--- src/rtl/divider_unit_pkg.sv ---
// ============================================================================
// Module   : divider_unit_pkg
// Purpose  : Shared execution-unit definitions for the iterative divider.
// Revision : 1.0 - initial release
// ============================================================================
`default_nettype none

package divider_unit_pkg;

    localparam logic [1:0] c_st_idle = 2'd0;
    localparam logic [1:0] c_st_iter = 2'd1;
    localparam logic [1:0] c_st_fix  = 2'd2;
    localparam logic [1:0] c_st_done = 2'd3;

    typedef enum logic [1:0] {
        ST_IDLE = c_st_idle,
        ST_ITER = c_st_iter,
        ST_FIX  = c_st_fix,
        ST_DONE = c_st_done
    } state_t;

    // Widest datapath served; narrower units slice the constant below.
    localparam int c_width_max = 64;
    localparam logic [c_width_max-1:0] c_dbz_quotient = '1;

    function automatic int cnt_width(input int w);
        return $clog2(w);
    endfunction

endpackage

`default_nettype wire

--- src/rtl/divider_unit_adder.sv ---
// ============================================================================
// Module   : divider_unit_adder
// Purpose  : Common ripple adder with carry in/out.
// Revision : 1.0 - initial release
// ============================================================================
`default_nettype none

module divider_unit_adder #(
    parameter int WIDTH = 8
) (
    input  logic [WIDTH-1:0] i_a,
    input  logic [WIDTH-1:0] i_b,
    input  logic             i_cin,
    output logic [WIDTH-1:0] o_sum,
    output logic             o_cout
);

    assign {o_cout, o_sum} = {1'b0, i_a} + {1'b0, i_b} + {{WIDTH{1'b0}}, i_cin};

endmodule

`default_nettype wire

--- src/rtl/divider_unit.sv ---
// ============================================================================
// Module   : divider_unit
// Purpose  : Radix-2 restoring signed/unsigned divider, RISC-V M result rules.
//            Build option DIVIDER_ZERO_SHORTCUT_EN: zero divisor skips ITER.
// Revision : 1.0 - initial release
// ============================================================================
`default_nettype none

module divider_unit
    import divider_unit_pkg::*;
#(
    parameter int WIDTH = 32
) (
    input  logic             clk,
    input  logic             rst_n,
    input  logic             start,
    input  logic             is_signed,
    input  logic [WIDTH-1:0] dividend,
    input  logic [WIDTH-1:0] divisor,
    output logic             busy,
    output logic             done,
    output logic [WIDTH-1:0] quotient,
    output logic [WIDTH-1:0] remainder,
    output logic             div_by_zero
);

    localparam int CNT_W = cnt_width(WIDTH);
    localparam logic [CNT_W-1:0] c_cnt_init = CNT_W'(WIDTH - 1);

    state_t             r_state;
    state_t             w_next_state;
    logic [CNT_W-1:0]   r_cnt;
    logic [WIDTH-1:0]   r_rem;
    logic [WIDTH-1:0]   r_quo;
    logic [WIDTH-1:0]   r_dvs;
    logic [WIDTH-1:0]   r_dvd;
    logic               r_qneg;
    logic               r_rneg;
    logic               r_dbz_pend;
    logic               r_done;
    logic [WIDTH-1:0]   r_quotient;
    logic [WIDTH-1:0]   r_remainder;
    logic               r_div_by_zero;

    logic               w_dvd_neg;
    logic               w_dvs_neg;
    logic [WIDTH-1:0]   w_dvd_mag;
    logic [WIDTH-1:0]   w_dvs_mag;
    logic               w_dvs_zero;
    logic [WIDTH:0]     w_shift;
    logic [WIDTH:0]     w_diff;
    logic               w_take;
    logic               w_unused_diff_msb;

    assign w_dvd_neg  = is_signed & dividend[WIDTH-1];
    assign w_dvs_neg  = is_signed & divisor[WIDTH-1];
    assign w_dvd_mag  = w_dvd_neg ? -dividend : dividend;
    assign w_dvs_mag  = w_dvs_neg ? -divisor  : divisor;
    assign w_dvs_zero = (divisor == '0);

    assign w_shift = {r_rem, r_quo[WIDTH-1]};

    // Carry out of shift + ~divisor + 1 is set exactly when shift >= divisor.
    divider_unit_adder #(
        .WIDTH (WIDTH + 1)
    ) u_trial_sub (
        .i_a    (w_shift),
        .i_b    (~{1'b0, r_dvs}),
        .i_cin  (1'b1),
        .o_sum  (w_diff),
        .o_cout (w_take)
    );

    assign w_unused_diff_msb = w_diff[WIDTH];

    always_ff @(posedge clk or negedge rst_n) begin
        if (!rst_n) begin
            r_state <= ST_IDLE;
        end else begin
            r_state <= w_next_state;
        end
    end

    always_comb begin
        w_next_state = r_state;
        case (r_state)
            ST_IDLE: begin
                if (start) begin
`ifdef DIVIDER_ZERO_SHORTCUT_EN
                    w_next_state = w_dvs_zero ? ST_FIX : ST_ITER;
`else
                    w_next_state = ST_ITER;
`endif
                end
            end
            ST_ITER: begin
                if (r_cnt == '0) begin
                    w_next_state = ST_FIX;
                end
            end
            ST_FIX:  w_next_state = ST_DONE;
            ST_DONE: w_next_state = ST_IDLE;
            default: w_next_state = ST_IDLE;
        endcase
    end

    always_ff @(posedge clk or negedge rst_n) begin
        if (!rst_n) begin
            r_cnt         <= '0;
            r_rem         <= '0;
            r_quo         <= '0;
            r_dvs         <= '0;
            r_dvd         <= '0;
            r_qneg        <= 1'b0;
            r_rneg        <= 1'b0;
            r_dbz_pend    <= 1'b0;
            r_done        <= 1'b0;
            r_quotient    <= '0;
            r_remainder   <= '0;
            r_div_by_zero <= 1'b0;
        end else begin
            r_done <= (r_state == ST_DONE);
            case (r_state)
                ST_IDLE: begin
                    if (start) begin
                        r_rem      <= '0;
                        r_quo      <= w_dvd_mag;
                        r_dvs      <= w_dvs_mag;
                        r_dvd      <= dividend;
                        r_cnt      <= c_cnt_init;
                        r_qneg     <= w_dvd_neg ^ w_dvs_neg;
                        r_rneg     <= w_dvd_neg;
                        r_dbz_pend <= w_dvs_zero;
                    end
                end
                ST_ITER: begin
                    // Quotient bits enter at the LSB as dividend bits leave the MSB.
                    r_rem <= w_take ? w_diff[WIDTH-1:0] : w_shift[WIDTH-1:0];
                    r_quo <= {r_quo[WIDTH-2:0], w_take};
                    if (r_cnt != '0) begin
                        r_cnt <= r_cnt - 1'b1;
                    end
                end
                ST_FIX: begin
                    if (r_dbz_pend) begin
                        r_quotient  <= c_dbz_quotient[WIDTH-1:0];
                        r_remainder <= r_dvd;
                    end else begin
                        r_quotient  <= r_qneg ? -r_quo : r_quo;
                        r_remainder <= r_rneg ? -r_rem : r_rem;
                    end
                    r_div_by_zero <= r_dbz_pend;
                end
                default: ;
            endcase
        end
    end

    assign busy        = (r_state != ST_IDLE);
    assign done        = r_done;
    assign quotient    = r_quotient;
    assign remainder   = r_remainder;
    assign div_by_zero = r_div_by_zero;

endmodule

`default_nettype wire

--- config.mk ---
export PLATFORM = sky130hd
export DESIGN_NAME = divider_unit
export DESIGN_NICKNAME = d
export VERILOG_FILES = /design/src/rtl/divider_unit_pkg.sv /design/src/rtl/divider_unit_adder.sv /design/src/rtl/divider_unit.sv
export SDC_FILE = /design/constraint.sdc
export NUM_CORES = 1
export LEC_CHECK = 0
export ABC_CLOCK_PERIOD_IN_PS = 5300
export BUFFER_PORTS_ARGS = -buffer_cell sky130_fd_sc_hd__buf_2
export CORE_MARGIN = 2
export CORE_UTILIZATION = 35
export CTS_CLUSTER_DIAMETER = 100
export CTS_CLUSTER_SIZE = 30
export DETAILED_ROUTE_END_ITERATION = 6
export SLEW_MARGIN = 15
export SYNTH_ARGS = -nofsm -noshare
export SYNTH_HDL_FRONTEND = slang
export SYNTH_SLANG_ARGS = --single-unit
--- constraint.sdc ---
create_clock -name clk -period 5.3 [get_ports clk]
set_input_delay 1.06 -clock clk [delete_from_list [all_inputs] [get_ports clk]]
set_output_delay 1.06 -clock clk [all_outputs]
set_load 0.01 [all_outputs]
After elaboration in Yosys (flattened, before gate mapping)
Index checks and enable logic that the tools add are counted.
Widths: inputs -> output; s select.
{ "totals": {"output_inout_bits": 67, "register_bits": 204} }
{ "op_classes": {"n_eq_ne": 6, "reduce_logical": 10, "addsub": 7, "bitwise_logic": 4, "mux": 17} }
{ "op_table": {"columns": ["operator", "n"], "rows": [
  ["$mux 32", 9],
  ["$neg 32->32", 4],
  ["$pmux 32 s2", 2],
  ["$add 33x33->34", 1],
  ["$add 34x1->34 const B", 1],
  ["$not 32->33", 1],
  ["$logic_not 32->1", 1],
  ["$mux 5", 2],
  ["$pmux 5 s2", 1],
  ["$pmux 2 s4", 1],
  ["$ne 2x2->1 const B", 3],
  ["$reduce_and 2->1", 3],
  ["$logic_not 5->1", 1],
  ["$reduce_bool 5->1", 1],
  ["$sub 5x1->5 const B", 1],
  ["$eq 2x2->1 const B", 2],
  ["$mux 2", 2],
  ["$reduce_bool 2->1", 2],
  ["$reduce_and 3->1", 1],
  ["$and 1x1->1", 2],
  ["$eq 2x1->1 const B", 1],
  ["$logic_not 2->1", 1],
  ["$xor 1x1->1", 1]
]} }

Logic depth before layout (Yosys ltp)
{ "depth": {"word_depth": 5, "ltp_mapped": 13, "mapped_depth_nobuf": 12} }

By module
From an unflattened synthesis, not the netlist that was laid out.
{ "unflattened": {"hier_cells": 1510, "hier_area_um2": 13425.4} }
{ "modules_own_cells": {"columns": ["module", "instances", "area_per_inst_um2", "cells_per_inst"], "rows": [
  ["divider_unit", 1, 11325.9, 1218],
  ["divider_unit_adder", 1, 2099.5, 292]
]} }

Least setup slack after synthesis
Ideal clock, no wire load.
{ "synth_path": {"path_type": "input -> register", "from": "input port dividend[8]", "to": "register r_quo[29]", "slack_ps": 2207, "t_required_ps": 5174, "setup_ps": 126, "arrival_ps": 2967, "cell_stages": 7, "cell_sequence": "or4_1 > nor4_1 > nand4_1 > nor3_1 > a21oi_1 > xor2_1 > a221o_1"} }
{ "synth_between": {"elab_chain_len": 4} }
{ "synth_lines": {"columns": ["item", "line_no", "rtl"], "rows": [
  ["from (decl)", "divider_unit.sv:18", "input logic [WIDTH-1:0] dividend,"],
  ["$neg 32->32", "divider_unit.sv:57", "assign w_dvd_mag = w_dvd_neg ? -dividend : dividend;"],
  ["$mux 32", "divider_unit.sv:57", null],
  ["$mux 32", "divider_unit.sv:125", "if (start) begin"],
  ["$pmux 32 s2", "divider_unit.sv:123", "case (r_state)"],
  ["to (signal assigned)", "divider_unit.sv:127", "r_quo <= w_dvd_mag;"],
  ["to (signal assigned)", "divider_unit.sv:139", "r_quo <= {r_quo[WIDTH-2:0], w_take};"],
  ["to (decl)", "divider_unit.sv:34", "logic [WIDTH-1:0] r_quo;"]
]} }
No other way between the ends. The select of a mux whose other input is x is not followed.
A chain may end at the register's enable or synchronous reset.

Worst setup path in the final report
{ "layout_path": {"from": "register r_rem[7]", "to": "register r_rem[9]"} }
{ "layout_between": {"elab_chain_len": 4} }
{ "layout_lines": {"columns": ["item", "line_no", "rtl"], "rows": [
  ["from (decl)", "divider_unit.sv:33", "logic [WIDTH-1:0] r_rem;"],
  ["from (signal assigned)", "divider_unit.sv:138", "r_rem <= w_take ? w_diff[WIDTH-1:0] : w_shift[WIDTH-1:0];"],
  ["$add 33x33->34", "divider_unit_adder.sv:18", "assign {o_cout, o_sum} = {1'b0, i_a} + {1'b0, i_b} + {{WIDTH{1'b0}}, i_cin};"],
  ["$add 34x1->34", "divider_unit_adder.sv:18", null],
  ["$mux 32", "divider_unit.sv:138", null],
  ["$pmux 32 s2", "divider_unit.sv:123", null]
]} }
No other way between the ends.

==> results.ini <==
[outcome]
status=finished, final reports clean

[job]
maxCapViolCount=0

[die]
die_h_um=194
core_um2=35500
row_count=69
dieWidth_um=194
die_area_um2=37500
io_pins=135
start_util_pct=35.5

[placed_design]
io_buffers=134
detailed_place_hpwl_mm=25.2
place_congestion=0.924

[pwr]
p_switching_w=0.00365
p_int_w=0.00438
ir_worst_vdd_v=0.000234
p_clk_share_pct=13.3
seqPwrFrac_pct=34.6
swShare_pct=45.4
power_density_nw_per_um2=569
leakagePower_nw=6.36
p_total_w=0.00803
combPwrFrac_pct=52.2

[clock_tree]
htree_levels=1
path_clk_slew_ns=0.12
numCtsBuffers=13
cts_resized=0
root_buffer=clkbuf_16
cts_sinks=204
cts_tree=built
clkLatencyLatePin_ns=0.51
cts_setup_buffers=0
holdBufCountCts=0
cts_buffer_depth=3

[worst_setup_path]
path_common_cell=a21oi_1
crit_path_max_incr_delay_ns=0.79
crit_family=compound AO/OA/AOI/OAI gates
critical_path_class=flip-flop to flip-flop
worstPathMaxFanout=35
cp_num_buf_inv=1
reg2reg_depth=10
r2r-start=r_rem[7]$_DFFE_PN0P_
rr_endpoint=r_rem[9]$_DFFE_PN0P_
required_ns=5.61
end_kind=flip-flop
r2r_setup_slack_ns=1.83
cp_slowest_cell=o21ai_4
cp.arrival_ns=3.78
path_cells=ha_1 -> a21oi_1 -> o21ai_0 -> a21oi_1 -> a31oi_1 -> o21ai_4 -> buf_4 -> nor2_1 -> a21oi_1 -> o21ai_0
crit_path_start_kind=flip-flop

[timing]
setup_viol_count_final=0
relSlewSlack_pct=31.0
fin_skew_ns=0.0673
post-route-min-period_ns=3.47
drv_slew=0
rsz0062_at_grt=false
max_slew.worst_pin.slew_ns=1.04
finalCritPeriodShare_pct=65.5
setup_tns_ns=0
hold_violations=0
fmax_mhz=288

[global_routing]
grt_pass1_wl_mm=54.5
grt_pass1_vias=10129
antenna_found_initial=1
grt-ovfl-total=0
grt_usage_pct=17.5
grt_max_degree=107

[worst_hold_path]
hp-class=flip-flop to flip-flop
holdCritStartpoint=r_dvs[17]$_DFFE_PN0P_
min_delay_worst_endpoint=r_dvs[17]$_DFFE_PN0P_
whs_path_depth=2

[yosys]
ys.flop_type=dfrtp_1
synth_nets=1537
seq_area_frac_synth_pct=40.5
yosysWarningCount=0
synth_area_um2=12600
synth_top_area_share_pct=40.5
ys_ff_latch=204
yosysUniqueCellTypes=61
syn_avg_cell_area_um2=8.84
ys_top_cells_by_area=dfrtp_1, o21ai_0, xor2_1, nand2_1, mux2_2
synth-edff-count=0
async_flop_share_pct=100
synth_cells=1425
synth_top_area_cell=dfrtp_1

[finish]
drive_above_1_share_pct=16.0
area_growth_pct=12.0
utilization_pct=39.8
num-nets-final=1624

[route]
first_pass_iters=5
wl_per_cell_um=16.8
detail-route-antenna-nets=0
viasPerCell=5.25
routed_wl_mm=33.3
drc_errors=0
drt_iter0_markers=689
vias=10404

==> power groups by stage <==
stage	clock network (W)	logic, W	registers [W]
after floorplan	0	0.00304	0.00271
after global placement	0	0.00416	0.00278
after detailed placement	0	0.00420	0.00280
after CTS	0.00110	0.00422	0.00278
after global routing	0.00116	0.00472	0.00288
final	0.00106	0.00419	0.00277
==> tightest hold or removal path: cells and delay by family (launching register included) <==
| family | cells | cell delay, ns |
|---|---|---|
| compound gates | 1 | 0.06 |
| simple gates | 1 | 0.05 |
| flops | 1 | 0.34 |
==> layout make-up <==
| cell class | instances | area, µm² |
|---|---|---|
| timing repair buffer | 146 | 769 |
| antenna | 3 | 7.51 |
| fill | 3574 | 21400 |
| clock buffer | 14 | 339 |
| sequential | 204 | 5110 |
| inverter | 61 | 229 |
| clock inverter | 6 | 60.1 |
| multi-input combinational | 1086 | 7030 |
| tap | 461 | 577 |
==> synthesized netlist by cell type, drive strengths merged (3+ instances only) <==
cell type and n:
mux2 56, a21oi 117, a22oi 3, nand4 7
dfrtp 204, a211oi 6, or2 3, o21a 7
a32oi 9, xor2 87, inv 61, o41ai 18
mux2i 14, a221o 11, or4 13, nor4 9
o31ai 23, o21ai 177, o211ai 3, a21o 10
nand2b 5, nor3 26, clkbuf 65, or3 20
buf 9, and3 9, o22ai 4, and2 8
a31oi 10, nand3 13, ha 43, nand2 169
xnor2 59, nor2 105, nor2b 13
==> cell families (layout without fill, tap and decap cells) <==
family | after synthesis | count (layout) | share of synthesized area (%)
adders and majority gates | 44 | 44 | 4.43
muxes | 70 | 70 | 6.12
DFF | 204 | 204 | 40.5
other | 0 | 3 | 0
xor gates and xnor gates | 146 | 146 | 10.1
buffers and inverters | 135 | 227 | 4.03
and+or+nand+nor | 407 | 407 | 14.8
AOI/OAI and AO/OA | 419 | 419 | 19.9
==> per-stage QoR <==
stage / instance area [µm²] / instances / hold slack (ns) / worst slack, ns
final: 14100 / 1981 / 0.478 / 1.83
after global routing: 14100 / 1979 / 0.505 / 1.58
after CTS: 14100 / 1978 / 0.487 / 1.83
after detailed placement: 13700 / 1958 / 0.470 / 1.71
after global placement: 13700 / 1958 / 0.464 / 1.74
after floorplan: 12600 / 1425 / 0.450 / 2.21
==> metal layers <==
layer  vias up  track usage [%]  routed length (µm)  share of wire [%]
li1       5205                -                   -                  -
met1      4904             24.8               15900                 48
met4         0             4.78                 873                2.6
met5         -                0                   0                  0
met3        49             2.05                1410                4.3
met2       246             28.2               15100                 45
==> sequential cells by signal, summed over array words and instances, names as in the netlist <==
register     count
div_by_zero      1
done             1
quotient        32
r_cnt            5
r_dbz_pend       1
r_dvd           32
r_dvs           32
r_qneg           1
r_quo           32
r_rem           32
r_rneg           1
r_state          2
remainder       32
==> cell usage in the layout (no fill, tap or decap), types with 3 or more instances in the layout <==
master,n
o211ai_1,3
or3_1,16
clkbuf_16,13
nand3_1,13
mux2_2,56
nand2b_1,5
o21ai_0,175
or2_2,3
ha_1,42
xnor2_1,59
xor2_1,87
and3_1,9
o41ai_1,16
buf_2,133
or4_1,12
buf_4,12
nand2_1,168
inv_1,61
a211oi_1,6
diode_2,3
dfrtp_1,203
a221o_1,11
nor3_1,26
o21a_1,7
and2_1,8
a32oi_1,9
nor2b_1,12
a21oi_1,117
a31oi_1,10
o31ai_1,22
o22ai_1,4
mux2i_1,14
or3_4,4
nand4_1,7
a21o_1,10
a22oi_1,3
nor2_1,105
nor4_1,9
==> worst max path at each step <==
stage,start,end,slack [ns],cells past startpoint
after floorplan,dividend[8],r_quo[29]$_DFFE_PN0P_,2.21,7
after global placement,dividend[8],r_quo[29]$_DFFE_PN0P_,1.74,8
after detailed placement,dividend[8],r_quo[29]$_DFFE_PN0P_,1.71,8
after CTS,r_rem[7]$_DFFE_PN0P_,r_rem[11]$_DFFE_PN0P_,1.83,9
after global routing,r_rem[19]$_DFFE_PN0P_,r_rem[14]$_DFFE_PN0P_,1.58,10
final,r_rem[7]$_DFFE_PN0P_,r_rem[9]$_DFFE_PN0P_,1.83,10
Note: power is estimated with default switching activity, not from simulation.
